File: src/rtl/round_judge.sv
// round_judge: evaluates a TicTacToe board snapshot after each move by scanning
// the 8 winning lines one per clock, then emits a single-cycle score increment
// for the winner (or a draw pulse) and holds round-over until a new round.
//
// Ports:
//   clk, rst_n   clock, asynchronous active-low reset
//   board[17:0]  cell i (row-major 0..8) at bits [2i+1:2i], sampled on accepted check
//   check        request to evaluate board (accepted only in IDLE)
//   new_round    clears the result / aborts a scan, returns to IDLE
//   busy         scan in progress
//   inc_x/inc_o  one-cycle win pulse for X / O (score counter increment)
//   draw         one-cycle pulse, full board with no line
//   round_over   level, from result pulse until new_round
//   winner[1:0]  CELL_X / CELL_O of the winner, 2'b00 otherwise
//   win_line[2:0] index of the winning line, 0 when no win
module round_judge #(
    parameter logic [1:0] CELL_X = 2'b01,
    parameter logic [1:0] CELL_O = 2'b10
) (
    input  logic        clk,
    input  logic        rst_n,
    input  logic [17:0] board,
    input  logic        check,
    input  logic        new_round,
    output logic        busy,
    output logic        inc_x,
    output logic        inc_o,
    output logic        draw,
    output logic        round_over,
    output logic [1:0]  winner,
    output logic [2:0]  win_line
);

    localparam int unsigned CELLS   = 9;
    localparam int unsigned CELL_W  = 2;
    localparam int unsigned BOARD_W = CELLS * CELL_W;
    localparam int unsigned LINE_W  = 3;
    localparam int unsigned IDX_W   = 4;
    localparam logic [LINE_W-1:0] LAST_LINE = LINE_W'(7);

    typedef enum logic [1:0] {IDLE, SCAN, REPORT, OVER} state_t;

    state_t              state, state_d;
    logic [BOARD_W-1:0]  snap, snap_d;
    logic [LINE_W-1:0]   idx, idx_d;
    logic                busy_d, inc_x_d, inc_o_d, draw_d, round_over_d;
    logic [1:0]          winner_d;
    logic [LINE_W-1:0]   win_line_d;

    logic [IDX_W-1:0]    ca, cb, cc;
    logic [1:0]          va, vb, vc;
    logic                line_hit, board_full;

    // Cell indices of each line; index order is also the win priority.
    always_comb begin
        ca = '0; cb = '0; cc = '0;
        unique case (idx)
            3'd0: begin ca = 4'd0; cb = 4'd1; cc = 4'd2; end
            3'd1: begin ca = 4'd3; cb = 4'd4; cc = 4'd5; end
            3'd2: begin ca = 4'd6; cb = 4'd7; cc = 4'd8; end
            3'd3: begin ca = 4'd0; cb = 4'd3; cc = 4'd6; end
            3'd4: begin ca = 4'd1; cb = 4'd4; cc = 4'd7; end
            3'd5: begin ca = 4'd2; cb = 4'd5; cc = 4'd8; end
            3'd6: begin ca = 4'd0; cb = 4'd4; cc = 4'd8; end
            3'd7: begin ca = 4'd2; cb = 4'd4; cc = 4'd6; end
            default: ;
        endcase
    end

    // Line match on the snapshot; 2'b11 is not a mark so it never matches.
    always_comb begin
        va = snap[{ca, 1'b0} +: CELL_W];
        vb = snap[{cb, 1'b0} +: CELL_W];
        vc = snap[{cc, 1'b0} +: CELL_W];
        line_hit = (va == vb) && (vb == vc) && ((va == CELL_X) || (va == CELL_O));
    end

    // Board full only when every cell holds a real mark.
    always_comb begin
        board_full = 1'b1;
        for (int i = 0; i < int'(CELLS); i++) begin
            if ((snap[CELL_W*i +: CELL_W] != CELL_X) && (snap[CELL_W*i +: CELL_W] != CELL_O))
                board_full = 1'b0;
        end
    end

    // State and registered outputs.
    always_ff @(posedge clk or negedge rst_n) begin
        if (!rst_n) begin
            state      <= IDLE;
            snap       <= '0;
            idx        <= '0;
            busy       <= 1'b0;
            inc_x      <= 1'b0;
            inc_o      <= 1'b0;
            draw       <= 1'b0;
            round_over <= 1'b0;
            winner     <= 2'b00;
            win_line   <= '0;
        end else begin
            state      <= state_d;
            snap       <= snap_d;
            idx        <= idx_d;
            busy       <= busy_d;
            inc_x      <= inc_x_d;
            inc_o      <= inc_o_d;
            draw       <= draw_d;
            round_over <= round_over_d;
            winner     <= winner_d;
            win_line   <= win_line_d;
        end
    end

    // Next state and next output values.
    always_comb begin
        state_d      = state;
        snap_d       = snap;
        idx_d        = idx;
        busy_d       = busy;
        inc_x_d      = 1'b0;
        inc_o_d      = 1'b0;
        draw_d       = 1'b0;
        round_over_d = round_over;
        winner_d     = winner;
        win_line_d   = win_line;

        if (new_round) begin
            // Abort or clear from any state; a pending result is dropped.
            state_d      = IDLE;
            idx_d        = '0;
            busy_d       = 1'b0;
            round_over_d = 1'b0;
            winner_d     = 2'b00;
            win_line_d   = '0;
        end else begin
            unique case (state)
                IDLE: begin
                    if (check) begin
                        snap_d  = board;
                        idx_d   = '0;
                        busy_d  = 1'b1;
                        state_d = SCAN;
                    end
                end
                SCAN: begin
                    if (line_hit) begin
                        winner_d   = va;
                        win_line_d = idx;
                        state_d    = REPORT;
                    end else if (idx != LAST_LINE) begin
                        idx_d = idx + LINE_W'(1);
                    end else if (board_full) begin
                        // Draw is signalled by reaching REPORT with winner still 00.
                        state_d = REPORT;
                    end else begin
                        busy_d  = 1'b0;
                        state_d = IDLE;
                    end
                end
                REPORT: begin
                    inc_x_d      = (winner == CELL_X);
                    inc_o_d      = (winner == CELL_O);
                    draw_d       = (winner == 2'b00);
                    round_over_d = 1'b1;
                    busy_d       = 1'b0;
                    state_d      = OVER;
                end
                OVER: ;
                default: state_d = IDLE;
            endcase
        end
    end

endmodule
File: config.mk
export PLATFORM = sky130hd
export DESIGN_NAME = round_judge
export DESIGN_NICKNAME = d
export VERILOG_FILES = /design/src/rtl/round_judge.sv
export SDC_FILE = /design/constraint.sdc
export NUM_CORES = 1
export LEC_CHECK = 0
export BUFFER_PORTS_ARGS = -buffer_cell sky130_fd_sc_hd__buf_4
export CAP_MARGIN = 20
export CORE_ASPECT_RATIO = 1.5
export CORE_MARGIN = 2
export CORE_UTILIZATION = 40
export CTS_CLUSTER_DIAMETER = 30
export CTS_CLUSTER_SIZE = 25
export DETAILED_ROUTE_END_ITERATION = 7
export HOLD_SLACK_MARGIN = 0.08
export PLACE_DENSITY = 0.55
export SKIP_CTS_REPAIR_TIMING = 1
export SYNTH_ARGS = -nofsm -noshare
export SYNTH_HDL_FRONTEND = slang
export SYNTH_SLANG_ARGS = --single-unit
File: constraint.sdc
create_clock -name clk -period 3.65 [get_ports clk]
set_input_delay 0.73 -clock clk [delete_from_list [all_inputs] [get_ports clk]]
set_output_delay 0.73 -clock clk [all_outputs]
set_load 0.03 [all_outputs]
* Yosys cells after proc, flatten, opt, wreduce, memory -nomap -nowiden
Memory sizes are Yosys's and may differ from the RTL's.
Cells that the tools add are included.
** Word-level totals
- Register bits after elaboration :: 33
- Bits in latches :: 0
- RAM bits :: 0
- Memory bits (read-only) :: 80
- Word-level logic and storage cells :: 113
- Memories :: 1
** Operators by class
- $add $sub $neg :: 1
- Multipliers :: 0
- Divide/modulo/power cells :: 0
- Order comparisons :: 0
- Eq/ne operators :: 33
- Shift-type cells :: 3
- Muxes and demuxes :: 40
- Bitwise operators :: 1
- Reduce and logical (&&, ||, !) cells :: 24
** Memory list
- (name not given) :: depth 8, width 10, rd ports 1, clocked after memory_dff 0, write ports 0, line 57 : unique case (idx)
** Operators with widths (number)
- $shiftx A18 B6 Y2 :: 3
- $mux W1 :: 22
- $mux W3 :: 7
- $ne A2 B1 Y1 const B :: 9
- $ne A2 B2 Y1 const B :: 9
- $ne A3 B3 Y1 const B :: 6
- $mux W2 :: 8
- $logic_and A1 B1 Y1 :: 11
- $eq A2 B1 Y1 const B :: 3
- $eq A2 B2 Y1 const B :: 3
- $pmux W2 S3 :: 1
- $pmux W3 S2 :: 1
- $reduce_and A3 Y1 :: 2
- $reduce_bool A2 Y1 :: 3
- $reduce_and A5 Y1 :: 1
- $eq A2 B2 Y1 :: 2
- $logic_not A2 Y1 :: 2
- $ne A4 B4 Y1 const B :: 1
- $reduce_and A4 Y1 :: 1
- $reduce_bool A4 Y1 :: 1
- $add A3 B1 Y3 const B :: 1
- $pmux W1 S3 :: 1
- $reduce_bool A3 Y1 :: 1
- $reduce_and A2 Y1 :: 1
- 2 further kinds :: 2

* Logic depth before layout (Yosys ltp)
- Depth in word-level cells :: 16
- Depth in mapped cells :: 12

* Least setup slack after synthesis
No wires, ideal clock.
- Path type :: register to register
- From :: register idx[1]
- To :: register busy
- Data arrival time :: 2.929 ns
- Data required time :: 3.511 ns
- Setup slack :: 0.582 ns
- Stages on the path, launching flop included :: 13
- Path buffers :: 2
- Clock period less this slack :: 3.068 ns
- Cell sequence :: dfrtp_1 -> clkbuf_1 -> inv_1 -> ha_1 -> buf_2 -> mux2i_4 -> mux2_2 -> mux4_2 -> o21ai_2 -> nand4_4 -> a21bo_2 -> a21oi_1 -> a311oi_2
** On the way
- Cells in the longest elaborated chain, start to end :: 7
** RTL lines
- start: declaration :: line 45 : logic [LINE_W-1:0] idx, idx_d;
- start signal: assignment :: line 103 : idx <= idx_d;
- $mem_v2 Z8 W10
- $shiftx A18 B6 Y2 (on tied branches) :: line 72, 73, 74
- $eq A2 B2 Y1 / $eq A2 B1 Y1 (equally long branches) :: line 75 : line_hit = (va == vb) && (vb == vc) && ((va == CELL_X) || (va == CELL_O));
- $logic_and A1 B1 Y1 / $logic_or A1 B1 Y1 (equally long branches) :: line 75
- $logic_and A1 B1 Y1 :: line 75
- $ne A3 B3 Y1 (no line)
- $reduce_and A5 Y1 (no line) *
- end signal: assignment :: line 104 : busy <= busy_d;
- end: declaration :: line 25 : output logic busy,
Every way passes the cells marked *; elsewhere a longest branch is shown, timed or not.
A chain may end at the register's enable or synchronous reset.

* Worst setup path after layout
Ends and elaborated chain as after synthesis.

==> impl_metrics.ini <==
[status]
status = finished, final reports clean

[power_and_ir_drop]
swShare_pct = 38.1
p_leak_uw = 0.00111
power.density_mw_per_mm2 = 516
p_seq_share_pct = 39.2
ir_worst_vdd_uv = 218
p_int_uw = 822
power.switching_uw = 506
combPwrFrac_pct = 40.4
clkPwrFrac_pct = 20.4

[logic_synthesis]
synthTopCellsByArea = dfrtp_1 (37%), mux2_1 (11%), mux2i_1 (7.3%)
syn_nets = 226
synth-seq-area-share_pct = 37.5
synth_top_cell_by_area = dfrtp_1
synth_seq_cells = 33
syn_avg_cell_area_um2 = 11.4
synth_ff_type = dfrtp_1
yosys.area.top_type_share_pct = 37.5
synthCells = 194
synth_cell_types = 52
async_flop_share_pct = 100
synth-edff-count = 0
syn_area_mm2 = 0.00220
ys_warn_count = 0

[grt]
grt_use_met3_pct = 3.34
grt_first_pass_wirelength_um = 8270
gr-usage-met2_pct = 33.1
grt_max_degree = 34
grt_busiest_layer = met2
grt_pass1_vias = 1731
antenna_found_initial = 0
use_met1_pct = 17.8
grt_usage_pct = 17.8
grt_overflow = 0

[worst_setup_path]
startpoint = idx[1]
rrSetupSlack_ns = 0.35
reg2reg_to = busy
crit_path_end_kind = register
cpMostUsedCell = mux2i_1
start_kind = register
critPathMaxStageDelay_ns = 0.51
r2r_cells = 10
crit_type = register to register
required_ns = 3.81
worstPathArrival_ns = 3.47
cp_slowest_cell = a2111o_2
r2r_start = idx[1]
cp_cell_sequence = inv_1 -> ha_1 -> mux2i_4 -> mux2i_1 -> mux2i_1 -> mux2_2 -> a2111o_2 -> a21bo_2 -> a21oi_1 -> a311oi_2
cp_max_fo = 11

[clocking]
cts_buffers = 5
clockRootBuffer = clkbuf_8
clkLatencyLatePin_ns = 0.29
cts_tree = built
cts_max_level = 2
clk_pin_slew_ns = 0.07
clock_path_buffers = 2
cts_sinks = 33

[timing]
tightest_slew_ns = 0.796
skew_ns = 0.00509
rsz0062_at_grt = false
hold_viol = 0
fmax_mhz = 303
period_minus_slack_ns = 3.30
slew_viol_final = 0
setup-tns-final_ns = 0
fin_crit_sh_pct = 90.5
setup_viol_count_final = 0
fin_hold_ws_ns = 0.377
slew_headroom_pct = 46.9

[finish]
fin_nets = 256
n_antenna_cell = 0
area_growth_pct = 16.7
final_cells = 295
drive_above_1_share_pct = 26.2

[routing]
ant_nets = 0
routed-via-count = 1651
drc_errors = 0
drt_iter0_markers = 81
drt-total-wl_um = 5030
dr.pass1.iters = 4
via_per_inst = 5.60
routedWlPerCell_um = 17.0

[floorplanning]
io_pins = 32
row_count = 33
die-area_mm2 = 0.00613
die-width_um = 64.6
core_area_mm2 = 0.00541
start_util_pct = 40.8
die_h_um = 94.9

[place]
gp_congestion = 0.981
portBuffers = 31
place.detailed.hpwl_um = 3950
dp_cells = 287

[min_path]
hold_path_class = primary input to async pin

[flow_run]
max_cap_viol_count = 0
-- cells in the mapped netlist (all sizes together), types with 2 or more instances --
cell / count
mux2: 26
nand2b: 4
buf: 3
dfrtp: 33
or3: 3
inv: 7
xor2: 9
a21oi: 7
a21bo: 2
nand4: 3
o31ai: 3
nand2: 16
nor2b: 2
clkbuf: 6
a32o: 2
nor3: 5
nor2: 7
o21ai: 4
mux2i: 18
ha: 10
o311ai: 2
mux4: 2
nor4bb: 2
-- critical path, delay by kind of cell, from the launching register on --
family / cells / cell delay, ns
mux: 4 / 1.18
flops: 1 / 0.50
compound gates: 4 / 1.02
buf+inv: 1 / 0.14
fa+ha+maj: 1 / 0.33
-- metrics by stage --
stage	setup slack (ns)	instance area (µm²)	total power, µW	util, %
2_1_floorplan	0.582	2200	919	-
3_3_place_gp	0.226	2490	1060	46.0
3_5_place_dp	0.227	2490	1070	46.0
4_1_cts	0.216	2570	1340	47.6
5_1_grt	0.153	2570	1420	47.6
6_report	0.346	2570	1330	47.6
-- cell families after synthesis --
kind of cell | after synthesis | share of synthesized area (%)
buf+inv | 16 | 3.29
flops | 33 | 37.5
fa+ha+maj | 10 | 5.68
mux | 46 | 24.8
xor+xnor | 9 | 3.58
compound gates | 34 | 13.5
simple gates | 46 | 11.7
-- routing by layer --
metal  up-vias  wire (µm)
met2        50       2750
met3        17        186
met1       810       1830
li1        774          -
met5         -          0
met4         0        262
-- how the worst max path moves through the flow --
stage	to	slack (ns)	cells after the start
after floorplan	busy	0.58	12
after global placement	busy	0.23	10
after detailed placement	busy	0.23	10
after CTS	busy	0.22	10
after global routing	winner[0]	0.15	10
final	busy	0.35	10
-- power groups by stage --
stage	clock network, µW	registers, µW	logic (µW)
2_1_floorplan	0	510	409
3_3_place_gp	0	524	534
3_5_place_dp	0	529	537
4_1_cts	282	522	541
5_1_grt	300	535	582
6_report	271	521	536
-- layout make-up --
type	instances	area (µm²)
multi-input cells	145	1310
clock inverters	3	17.5
repair buffers	32	240
well taps	70	87.6
flip-flops and latches	33	827
inverters	7	26.3
fillers	501	2840
clock buffers	5	68.8
-- flip-flops by register name (all words and copies together) (netlist names), 2 cells and up --
register  flops
snap         18
idx           3
win_line      3
state         2
winner        2
-- cell usage in the layout, fill, tap and decap left out, drive strengths merged, types with 4 or more instances in the layout --
cell type  count
nand2         16
nor3           5
mux2          26
a21oi          7
ha            10
clkbuf         5
xor2           9
buf           32
o21ai          4
mux2i         18
nand2b         4
nor2           7
dfrtp         33
inv            7
No activity file was read; power rests on OpenSTA's default activity.
